## src/rtl/hazard_if.sv

```systemverilog
// Decode/execute hazard-control bundle: ID/EX hazard sources in, pipeline steering out.
// master = pipeline side that drives hazard sources, slave = hazard_ctrl.
interface hazard_if #(
    parameter int CNT_W = 8
);
    logic [1:0]       id_ra;
    logic [1:0]       id_rb;
    logic             id_uses_ra;
    logic             id_uses_rb;
    logic [1:0]       ex_dest;
    logic             ex_reg_write;
    logic             ex_mem_to_reg;
    logic             ex_io_read;
    logic             ex_is_call;
    logic             ex_is_ret;
    logic             ex_is_loop;
    logic             ex_loop_taken;
    logic             ex_branch_taken;
    logic             stall_clr;

    logic             pc_write_en;
    logic             if_id_write_en;
    logic             if_id_flush;
    logic             id_ex_flush;
    logic [1:0]       pc_sel;
    logic             busy;
    logic [CNT_W-1:0] stall_count;

    modport master (
        output id_ra, id_rb, id_uses_ra, id_uses_rb, ex_dest, ex_reg_write,
               ex_mem_to_reg, ex_io_read, ex_is_call, ex_is_ret, ex_is_loop,
               ex_loop_taken, ex_branch_taken, stall_clr,
        input  pc_write_en, if_id_write_en, if_id_flush, id_ex_flush, pc_sel,
               busy, stall_count
    );

    modport slave (
        input  id_ra, id_rb, id_uses_ra, id_uses_rb, ex_dest, ex_reg_write,
               ex_mem_to_reg, ex_io_read, ex_is_call, ex_is_ret, ex_is_loop,
               ex_loop_taken, ex_branch_taken, stall_clr,
        output pc_write_en, if_id_write_en, if_id_flush, id_ex_flush, pc_sel,
               busy, stall_count
    );
endinterface

```

## src/rtl/hazard_ctrl.sv

```systemverilog
// Decode/execute sequencing controller: load-use / IO-read stalls, EX redirects,
// multi-cycle RET wait and a saturating count of PC-stalled cycles.
module hazard_ctrl #(
    parameter int RET_LAT = 2,
    parameter int CNT_W   = 8
) (
    input  logic     clk,
    input  logic     rst,
    hazard_if.slave  hz
);

    localparam logic [0:0] ST_RUN      = 1'b0;
    localparam logic [0:0] ST_RET_WAIT = 1'b1;

    localparam logic [1:0] PC_SEQ = 2'b00;
    localparam logic [1:0] PC_EX  = 2'b01;
    localparam logic [1:0] PC_RET = 2'b10;

    localparam logic [3:0]       RET_INIT = 4'(RET_LAT - 1);
    localparam logic [CNT_W-1:0] CNT_MAX  = {CNT_W{1'b1}};
    localparam logic [CNT_W-1:0] CNT_ONE  = CNT_W'(1);

    logic [0:0]       state_q;
    logic [0:0]       state_d;
    logic [3:0]       ret_cnt_q;
    logic [3:0]       ret_cnt_d;
    logic [CNT_W-1:0] stall_cnt_q;
    logic [CNT_W-1:0] stall_cnt_d;

    logic       hazard_ld_s;
    logic       redirect_s;
    logic       pc_we_s;
    logic       ifid_we_s;
    logic       ifid_flush_s;
    logic       idex_flush_s;
    logic [1:0] pc_sel_s;

    // Hazard detection and Mealy output / next-state decode.
    always_comb begin
        hazard_ld_s = (hz.ex_mem_to_reg | hz.ex_io_read) & hz.ex_reg_write &
                      ((hz.id_uses_ra & (hz.id_ra == hz.ex_dest)) |
                       (hz.id_uses_rb & (hz.id_rb == hz.ex_dest)));
        redirect_s  = hz.ex_is_call | (hz.ex_is_loop & hz.ex_loop_taken) |
                      hz.ex_branch_taken;

        pc_we_s      = 1'b1;
        ifid_we_s    = 1'b1;
        ifid_flush_s = 1'b0;
        idex_flush_s = 1'b0;
        pc_sel_s     = PC_SEQ;
        state_d      = state_q;
        ret_cnt_d    = ret_cnt_q;

        case (state_q)
            ST_RUN: begin
                if (redirect_s) begin
                    // A redirect also overrides an (illegal) simultaneous RET.
                    pc_sel_s     = PC_EX;
                    ifid_flush_s = 1'b1;
                    idex_flush_s = 1'b1;
                end else if (hz.ex_is_ret) begin
                    pc_we_s      = 1'b0;
                    ifid_flush_s = 1'b1;
                    idex_flush_s = 1'b1;
                    state_d      = ST_RET_WAIT;
                    ret_cnt_d    = RET_INIT;
                end else if (hazard_ld_s) begin
                    pc_we_s      = 1'b0;
                    ifid_we_s    = 1'b0;
                    idex_flush_s = 1'b1;
                end else begin
                    pc_we_s = 1'b1;
                end
            end
            ST_RET_WAIT: begin
                ifid_flush_s = 1'b1;
                idex_flush_s = 1'b1;
                if (ret_cnt_q != 4'd0) begin
                    pc_we_s   = 1'b0;
                    ret_cnt_d = ret_cnt_q - 4'd1;
                end else begin
                    pc_sel_s = PC_RET;
                    state_d  = ST_RUN;
                end
            end
            default: begin
                state_d   = ST_RUN;
                ret_cnt_d = 4'd0;
            end
        endcase
    end

    // Stall counter next value: clear wins, otherwise saturating increment on stall.
    always_comb begin
        if (hz.stall_clr) begin
            stall_cnt_d = {CNT_W{1'b0}};
        end else if (!pc_we_s && (stall_cnt_q != CNT_MAX)) begin
            stall_cnt_d = stall_cnt_q + CNT_ONE;
        end else begin
            stall_cnt_d = stall_cnt_q;
        end
    end

    // State, RET countdown and stall counter registers.
    always_ff @(posedge clk or posedge rst) begin
        if (rst) begin
            state_q     <= ST_RUN;
            ret_cnt_q   <= 4'd0;
            stall_cnt_q <= {CNT_W{1'b0}};
        end else begin
            state_q     <= state_d;
            ret_cnt_q   <= ret_cnt_d;
            stall_cnt_q <= stall_cnt_d;
        end
    end

    // Reset forces every steering output low immediately, independent of the clock.
    assign hz.pc_write_en    = pc_we_s & ~rst;
    assign hz.if_id_write_en = ifid_we_s & ~rst;
    assign hz.if_id_flush    = ifid_flush_s & ~rst;
    assign hz.id_ex_flush    = idex_flush_s & ~rst;
    assign hz.pc_sel         = rst ? PC_SEQ : pc_sel_s;
    assign hz.busy           = (state_q != ST_RUN) & ~rst;
    assign hz.stall_count    = stall_cnt_q;

endmodule

```

## src/flat_wrapper.sv

```systemverilog
// flat-port wrapper written by rule: the top's interface ports become plain ports
module hazard_ctrl_flat 
#(
    parameter int RET_LAT = 2,
    parameter int CNT_W   = 8
)
  (clk, rst, hz_id_ra, hz_id_rb, hz_id_uses_ra, hz_id_uses_rb, hz_ex_dest, hz_ex_reg_write, hz_ex_mem_to_reg, hz_ex_io_read, hz_ex_is_call, hz_ex_is_ret, hz_ex_is_loop, hz_ex_loop_taken, hz_ex_branch_taken, hz_stall_clr, hz_pc_write_en, hz_if_id_write_en, hz_if_id_flush, hz_id_ex_flush, hz_pc_sel, hz_busy, hz_stall_count);
  hazard_if #(.CNT_W(CNT_W)) hz_i ();
  input  logic clk;
  input  logic rst;
  input wire logic [$bits(hz_i.id_ra)-1:0] hz_id_ra;
  input wire logic [$bits(hz_i.id_rb)-1:0] hz_id_rb;
  input wire logic [$bits(hz_i.id_uses_ra)-1:0] hz_id_uses_ra;
  input wire logic [$bits(hz_i.id_uses_rb)-1:0] hz_id_uses_rb;
  input wire logic [$bits(hz_i.ex_dest)-1:0] hz_ex_dest;
  input wire logic [$bits(hz_i.ex_reg_write)-1:0] hz_ex_reg_write;
  input wire logic [$bits(hz_i.ex_mem_to_reg)-1:0] hz_ex_mem_to_reg;
  input wire logic [$bits(hz_i.ex_io_read)-1:0] hz_ex_io_read;
  input wire logic [$bits(hz_i.ex_is_call)-1:0] hz_ex_is_call;
  input wire logic [$bits(hz_i.ex_is_ret)-1:0] hz_ex_is_ret;
  input wire logic [$bits(hz_i.ex_is_loop)-1:0] hz_ex_is_loop;
  input wire logic [$bits(hz_i.ex_loop_taken)-1:0] hz_ex_loop_taken;
  input wire logic [$bits(hz_i.ex_branch_taken)-1:0] hz_ex_branch_taken;
  input wire logic [$bits(hz_i.stall_clr)-1:0] hz_stall_clr;
  output wire logic [$bits(hz_i.pc_write_en)-1:0] hz_pc_write_en;
  output wire logic [$bits(hz_i.if_id_write_en)-1:0] hz_if_id_write_en;
  output wire logic [$bits(hz_i.if_id_flush)-1:0] hz_if_id_flush;
  output wire logic [$bits(hz_i.id_ex_flush)-1:0] hz_id_ex_flush;
  output wire logic [$bits(hz_i.pc_sel)-1:0] hz_pc_sel;
  output wire logic [$bits(hz_i.busy)-1:0] hz_busy;
  output wire logic [$bits(hz_i.stall_count)-1:0] hz_stall_count;
  assign hz_i.id_ra = hz_id_ra;
  assign hz_i.id_rb = hz_id_rb;
  assign hz_i.id_uses_ra = hz_id_uses_ra;
  assign hz_i.id_uses_rb = hz_id_uses_rb;
  assign hz_i.ex_dest = hz_ex_dest;
  assign hz_i.ex_reg_write = hz_ex_reg_write;
  assign hz_i.ex_mem_to_reg = hz_ex_mem_to_reg;
  assign hz_i.ex_io_read = hz_ex_io_read;
  assign hz_i.ex_is_call = hz_ex_is_call;
  assign hz_i.ex_is_ret = hz_ex_is_ret;
  assign hz_i.ex_is_loop = hz_ex_is_loop;
  assign hz_i.ex_loop_taken = hz_ex_loop_taken;
  assign hz_i.ex_branch_taken = hz_ex_branch_taken;
  assign hz_i.stall_clr = hz_stall_clr;
  assign hz_pc_write_en = hz_i.pc_write_en;
  assign hz_if_id_write_en = hz_i.if_id_write_en;
  assign hz_if_id_flush = hz_i.if_id_flush;
  assign hz_id_ex_flush = hz_i.id_ex_flush;
  assign hz_pc_sel = hz_i.pc_sel;
  assign hz_busy = hz_i.busy;
  assign hz_stall_count = hz_i.stall_count;
  hazard_ctrl #(.RET_LAT(RET_LAT), .CNT_W(CNT_W)) u_core (.clk(clk), .rst(rst), .hz(hz_i));
endmodule
```

## config.mk

```make
export PLATFORM = sky130hd
export DESIGN_NAME = hazard_ctrl_flat
export DESIGN_NICKNAME = d
export VERILOG_FILES = /design/src/rtl/hazard_if.sv /design/src/rtl/hazard_ctrl.sv /design/src/flat_wrapper.sv
export SDC_FILE = /design/constraint.sdc
export NUM_CORES = 1
export LEC_CHECK = 0
export BUFFER_PORTS_ARGS = -buffer_cell sky130_fd_sc_hd__buf_4
export CORE_MARGIN = 2
export CORE_UTILIZATION = 43
export CTS_CLUSTER_SIZE = 28
export DETAILED_ROUTE_END_ITERATION = 12
export MAX_ROUTING_LAYER = met4
export PLACE_DENSITY = 0.75
export SYNTH_ARGS = -nofsm -noshare
export SYNTH_HDL_FRONTEND = slang
export SYNTH_SLANG_ARGS = --single-unit
```

## constraint.sdc

```tcl
create_clock -name clk -period 1.8 [get_ports clk]
set_input_delay 0.36 -clock clk [delete_from_list [all_inputs] [get_ports clk]]
set_output_delay 0.36 -clock clk [all_outputs]
set_load 0.05 [all_outputs]
```

# Word-level counts from Yosys, hierarchy flattened
# Index checks and enable logic that the tools add are counted.
dict set report word_totals {
  register_bits 13
  latchBits 0
  ramBits 0
  romBits 0
  input_bits 19
  n_memories 0
}
dict set report op_classes {
  n_addsub 2
  n_mul 0
  div 0
  magnitude_cmp 0
  eq_ne 6
  shift 0
  mux 28
  n_bitwise 16
  reduce_logical 5
}
# operator count
set ops {}
lappend ops {{8-bit 2-to-1 mux} 2}
lappend ops {{1-bit 2-to-1 mux} 15}
lappend ops {{4-bit 2-to-1 mux} 3}
lappend ops {{1-bit AND} 10}
lappend ops {{8-bit by 1-bit adder with 8-bit output (second input constant)} 1}
lappend ops {{8-bit != test (second input constant)} 1}
lappend ops {{1-bit one-hot mux with 2 select lines} 4}
lappend ops {{4-bit one-hot mux with 2 select lines} 1}
lappend ops {{2-bit != test (second input constant)} 3}
lappend ops {{2-bit == test} 2}
lappend ops {{2-bit 2-to-1 mux} 2}
lappend ops {{1-bit OR} 4}
lappend ops {{2-bit one-hot mux with 2 select lines} 1}
lappend ops {{4-bit nonzero test} 1}
lappend ops {{4-bit by 1-bit subtractor with 4-bit output (second input constant)} 1}
lappend ops {{3-bit AND reduction} 1}
lappend ops {{1-bit inverter} 2}
lappend ops {{2-bit nonzero test} 1}
lappend ops {{1-bit logical AND} 1}
lappend ops {{1-bit logical NOT} 1}

# Logic depth before layout (Yosys ltp)
dict set report depth {
  ltp_word 12
  ltp_mapped 8
  mapped_depth_nobuf 7
}

# Worst setup path after synthesis
# Ideal clock, no wire load.
dict set report synth_timing {
  kind {input-to-output}
  start {input port hz_ex_io_read}
  end {output port hz_if_id_write_en}
  arrival_ns 2.163
  required_time_ns 1.440
  slack_ns -0.723
  stages 4
  path_buffers 0
  cell_sequence {o21a_1 -> and4_1 -> or2_2 -> o21ai_0}
}
dict set report synth_between {
  elab_chain_cells 8
}
# element line
set synth_rtl {}
lappend synth_rtl {{start, declared} flat_wrapper.sv:18} ;# input wire logic [$bits(hz_i.ex_io_read)-1:0] hz_ex_io_read;
lappend synth_rtl {{1-bit OR} hazard_ctrl.sv:40} ;# hazard_ld_s = (hz.ex_mem_to_reg | hz.ex_io_read) & hz.ex_reg_write &
lappend synth_rtl {{1-bit AND (2 in a row)} hazard_ctrl.sv:40}
lappend synth_rtl {{1-bit 2-to-1 mux} hazard_ctrl.sv:67} ;# end else if (hazard_ld_s) begin
lappend synth_rtl {{1-bit 2-to-1 mux} hazard_ctrl.sv:61} ;# end else if (hz.ex_is_ret) begin
lappend synth_rtl {{1-bit 2-to-1 mux} hazard_ctrl.sv:56} ;# if (redirect_s) begin
lappend synth_rtl {{1-bit 2-to-1 mux} hazard_ctrl.sv:54} ;# case (state_q)
lappend synth_rtl {{1-bit AND} hazard_ctrl.sv:119} ;# assign hz.if_id_write_en = ifid_we_s & ~rst;
lappend synth_rtl {{end, declared} flat_wrapper.sv:26} ;# output wire logic [$bits(hz_i.if_id_write_en)-1:0] hz_if_id_write_en;
# No other way between the ends.

# Final worst setup path
dict set report layout_timing {
  start {register u_core.ret_cnt_q[1]}
  end {output port hz_pc_sel[1]}
}
dict set report layout_between {
  elab_chain_cells 4
}
# element line
set layout_rtl {}
lappend layout_rtl {{start, declared} hazard_ctrl.sv:25} ;# logic [3:0] ret_cnt_q;
lappend layout_rtl {{start signal, assigned} hazard_ctrl.sv:112} ;# ret_cnt_q <= ret_cnt_d;
lappend layout_rtl {{4-bit nonzero test} hazard_ctrl.sv:78} ;# if (ret_cnt_q != 4'd0) begin
lappend layout_rtl {{2-bit 2-to-1 mux} hazard_ctrl.sv:78}
lappend layout_rtl {{2-bit one-hot mux with 2 select lines} hazard_ctrl.sv:54}
lappend layout_rtl {{2-bit 2-to-1 mux} hazard_ctrl.sv:122} ;# assign hz.pc_sel = rst ? PC_SEQ : pc_sel_s;
lappend layout_rtl {{end, declared} flat_wrapper.sv:29} ;# output wire logic [$bits(hz_i.pc_sel)-1:0] hz_pc_sel;
# No other way between the ends.

==> reports/metrics.cfg <==
[status]
status=finished, violations left
failed_checks=negative setup slack

[clock_network]
clock_tree.htree_level_count=1
cts_made_buffers=3
cts.sinks=13
skew_pair_late_insertion_delay_ps=280
clock_path_buffers=2
clock_transition_time_at_the_flip_flop_clock_pins_of_the_worst_setup_and_hold_paths_ps=80
cts.hold.buffers_added=0
cts_tree=yes
clock_tree.root_cell=sky130_fd_sc_hd__clkbuf_4

[floorplanning]
row_count=16
floorplan.io_pins=34
fp.dieW_um=50.1
design.core.area_mm2=0.00198
dieArea_mm2=0.00251
die_y_um=50.1
initial_standard_cell_utilization_of_the_core_pct=46.0

[layout]
postLayoutCellArea_mm2=0.00167
diodes=0
finish.utilization_pct=84.2
synthToLayoutAreaGrowth_pct=82.9
layout.nets=180
layoutNonFillerInstCount=185
final_layout_size_suffix_gt1_share_pct=69.0

[routing]
detail_route.vias_per_cell=5.35
drc=0
ant_nets=0
detailedRoute.firstPassIterationCount=4
detail_route.iter0.violations=15
vias=990
wl_per_cell_um=16.2
wirelength_routed_um=2990

[grt]
gr-total-overflow=0
grt_pass1_wl_um=4440
grt.total_usage_pct=24.1
grt_pass1_vias=1004
grt_start_max_net_pins=14
grt_antenna_before_repair=0

[logic_synthesis]
synth.yosys.seq_area_share_pct=35.7
yosys_most_used_dff=sky130_fd_sc_hd__dfrtp_1
synth_top_cells_by_count=sky130_fd_sc_hd__dfrtp_1 (13), sky130_fd_sc_hd__inv_1 (7), sky130_fd_sc_hd__nand2_1 (7)
synth-edff-count=0
post-synth-top-count-cell=sky130_fd_sc_hd__dfrtp_1
synth_area_leaders=sky130_fd_sc_hd__dfrtp_1 (36%), sky130_fd_sc_hd__a2111oi_4 (6.0%), sky130_fd_sc_hd__xnor2_1 (3.8%)
synth-seq-cells=13
warnings_synthesis=0
synth.avg_cell_area_um2=9.40
synthDominantAreaCellType=sky130_fd_sc_hd__dfrtp_1
yosysUniqueCellTypes=35
syn_nets=118
synth.top_cell.area_share_pct=35.7
synth_async_sr_flop_share_pct=100
syn-cell-area_um2=912
syn-instance-count=97

[worst_setup_path]
worst_setup_path_end_kind=output port
maximum_fanout_encountered_on_the_critical_timing_path=4
required_time_of_the_critical_path_ps=1440
setup.worst_path.start_class=register
worst-endpoint-arrival_ps=1740
critical_path_start_end_classification=reg2out

[power_and_ir_drop]
totalPowerFinal_mw=1.44
leakagePower_nw=0.717
pwr_density_cell_mw_per_mm2=865
power.ir.vdd_worst_v=0.000674

[timing]
report.final.hold_viol_count=0
layout_min_cycle_time_ps=2100
setup_viol=14
final.setup.worst_slack_ps=-301
timing.final.max_slew_violations=0
grt_setup_unrepaired=true
final.period_utilization_pct=117
hold-worst-slack_ps=199
skew_ps=5.86
maxSlewHeadroom_pct=76.0
max_freq_ghz=0.476
worstMarginPinSlew_ps=359

[placed_design]
gp_routability_congestion=0.804
io_buffer_count=33
placed_area_mm2=0.00135
final_hpwl_from_detailed_placement_um=1940
placed_cells_incl_taps=174

[job]
drv.max_cap_violation_count=0

[hold_path]
hold_path.class=in2async

[critical path, cell delays in order (launching register included)]
cell and delay [ps]:
sky130_fd_sc_hd__dfrtp_1 390, sky130_fd_sc_hd__inv_2 90, sky130_fd_sc_hd__ha_4 130, sky130_fd_sc_hd__or3b_4 420, sky130_fd_sc_hd__buf_6 140, sky130_fd_sc_hd__nor3_4 120, sky130_fd_sc_hd__buf_6 180
[cells by family (layout without fill, tap and decap cells)]
logic type | count (synthesis) | count (layout) | synth area share (%)
compound gates | 24 | 24 | 22.2
xor+xnor | 6 | 6 | 5.76
fa+ha+maj | 2 | 2 | 2.74
buf+inv | 11 | 72 | 5.90
flops | 13 | 13 | 35.7
mux | 4 | 4 | 4.80
simple gates | 37 | 37 | 22.9
[layout make-up]
type / instances / area, um^2
Multi-Input combinational cell: 73 / 729
Sequential cell: 13 / 332
Clock buffer: 4 / 26.3
Tap cell: 27 / 33.8
Inverter: 7 / 28.8
Timing Repair Buffer: 61 / 518
Fill cell: 117 / 314
[routing by layer]
layer / global-route usage [%] / vias up / wire [um] / part of all wire [%]
li1: - / 473 / - / -
met2: 42.5 / 37 / 1690 / 56
met3: 3.33 / 6 / 132 / 4.4
met1: 26.2 / 474 / 1120 / 37
met4: 12.0 / 0 / 50 / 1.7
met5: - / - / 0 / 0
[path summary, 6_finish.rpt]
| path | from | endpoint | slack, ps | depth (start not counted) |
|---|---|---|---|---|
| worst max-delay path | u_core.ret_cnt_q[1] | hz_pc_sel[1] | -300 | 6 |
| worst min-delay path | rst | u_core.hz.stall_count[3] | 200 | 3 |
| worst max register to register | u_core.ret_cnt_q[1] | u_core.hz.stall_count[6] | -300 | 7 |
| worst min register to register | u_core.hz.stall_count[1] | u_core.hz.stall_count[1] | 610 | 2 |
| max in group asynchronous | rst | u_core.state_q | 1430 | 3 |
| min in group clk | hz_stall_clr | u_core.hz.stall_count[2] | 330 | 2 |
[power breakdown]
part           switching (mW)  internal [mW]  total [mW]
Combinational           0.428          0.438       0.866
Sequential             0.0447          0.346       0.391
Clock                  0.0998         0.0860       0.186
[sequential cells by signal (all words and copies together) (netlist names)]
signal,cells
u_core.hz.stall_count,8
u_core.ret_cnt_q,4
u_core.state_q,1
[timing repair]
action | CTS | global route
gates resized for setup | 30 | 28
cloned | 1 | 0
endpoints found under the setup margin | 15 | 19
setup buffers | 3 | 3
pin swaps | 8 | 11
[cells in the final DEF (no fill, tap or decap), types with 2 or more instances in the layout]
cell	count
sky130_fd_sc_hd__nor2_1	4
sky130_fd_sc_hd__or4_1	2
sky130_fd_sc_hd__nand2_1	5
sky130_fd_sc_hd__a21oi_1	2
sky130_fd_sc_hd__dfrtp_2	5
sky130_fd_sc_hd__nand3_1	3
sky130_fd_sc_hd__nor3_4	3
sky130_fd_sc_hd__nor2b_1	3
sky130_fd_sc_hd__nand2b_1	3
sky130_fd_sc_hd__buf_4	48
sky130_fd_sc_hd__o31ai_4	3
sky130_fd_sc_hd__clkbuf_4	3
sky130_fd_sc_hd__xor2_1	2
sky130_fd_sc_hd__xnor2_1	4
sky130_fd_sc_hd__nor4_2	2
sky130_fd_sc_hd__a2111oi_4	2
sky130_fd_sc_hd__mux2_2	2
sky130_fd_sc_hd__a21oi_2	3
sky130_fd_sc_hd__inv_1	2
sky130_fd_sc_hd__o211ai_1	2
sky130_fd_sc_hd__nand2_2	2
sky130_fd_sc_hd__dfrtp_1	8
sky130_fd_sc_hd__buf_8	3
sky130_fd_sc_hd__buf_6	10
sky130_fd_sc_hd__inv_2	4
sky130_fd_sc_hd__o21ai_2	3
sky130_fd_sc_hd__and4_4	2
sky130_fd_sc_hd__a21o_4	2
[per-stage QoR]
step,setup TNS (ps),setup WS [ps]
floorplan,-562,-177
global placement,-1150,-183
detailed placement,-1850,-209
CTS,-2400,-287
global route,-3870,-385
finish,-2600,-301
Power figures use the tool's default switching activity.
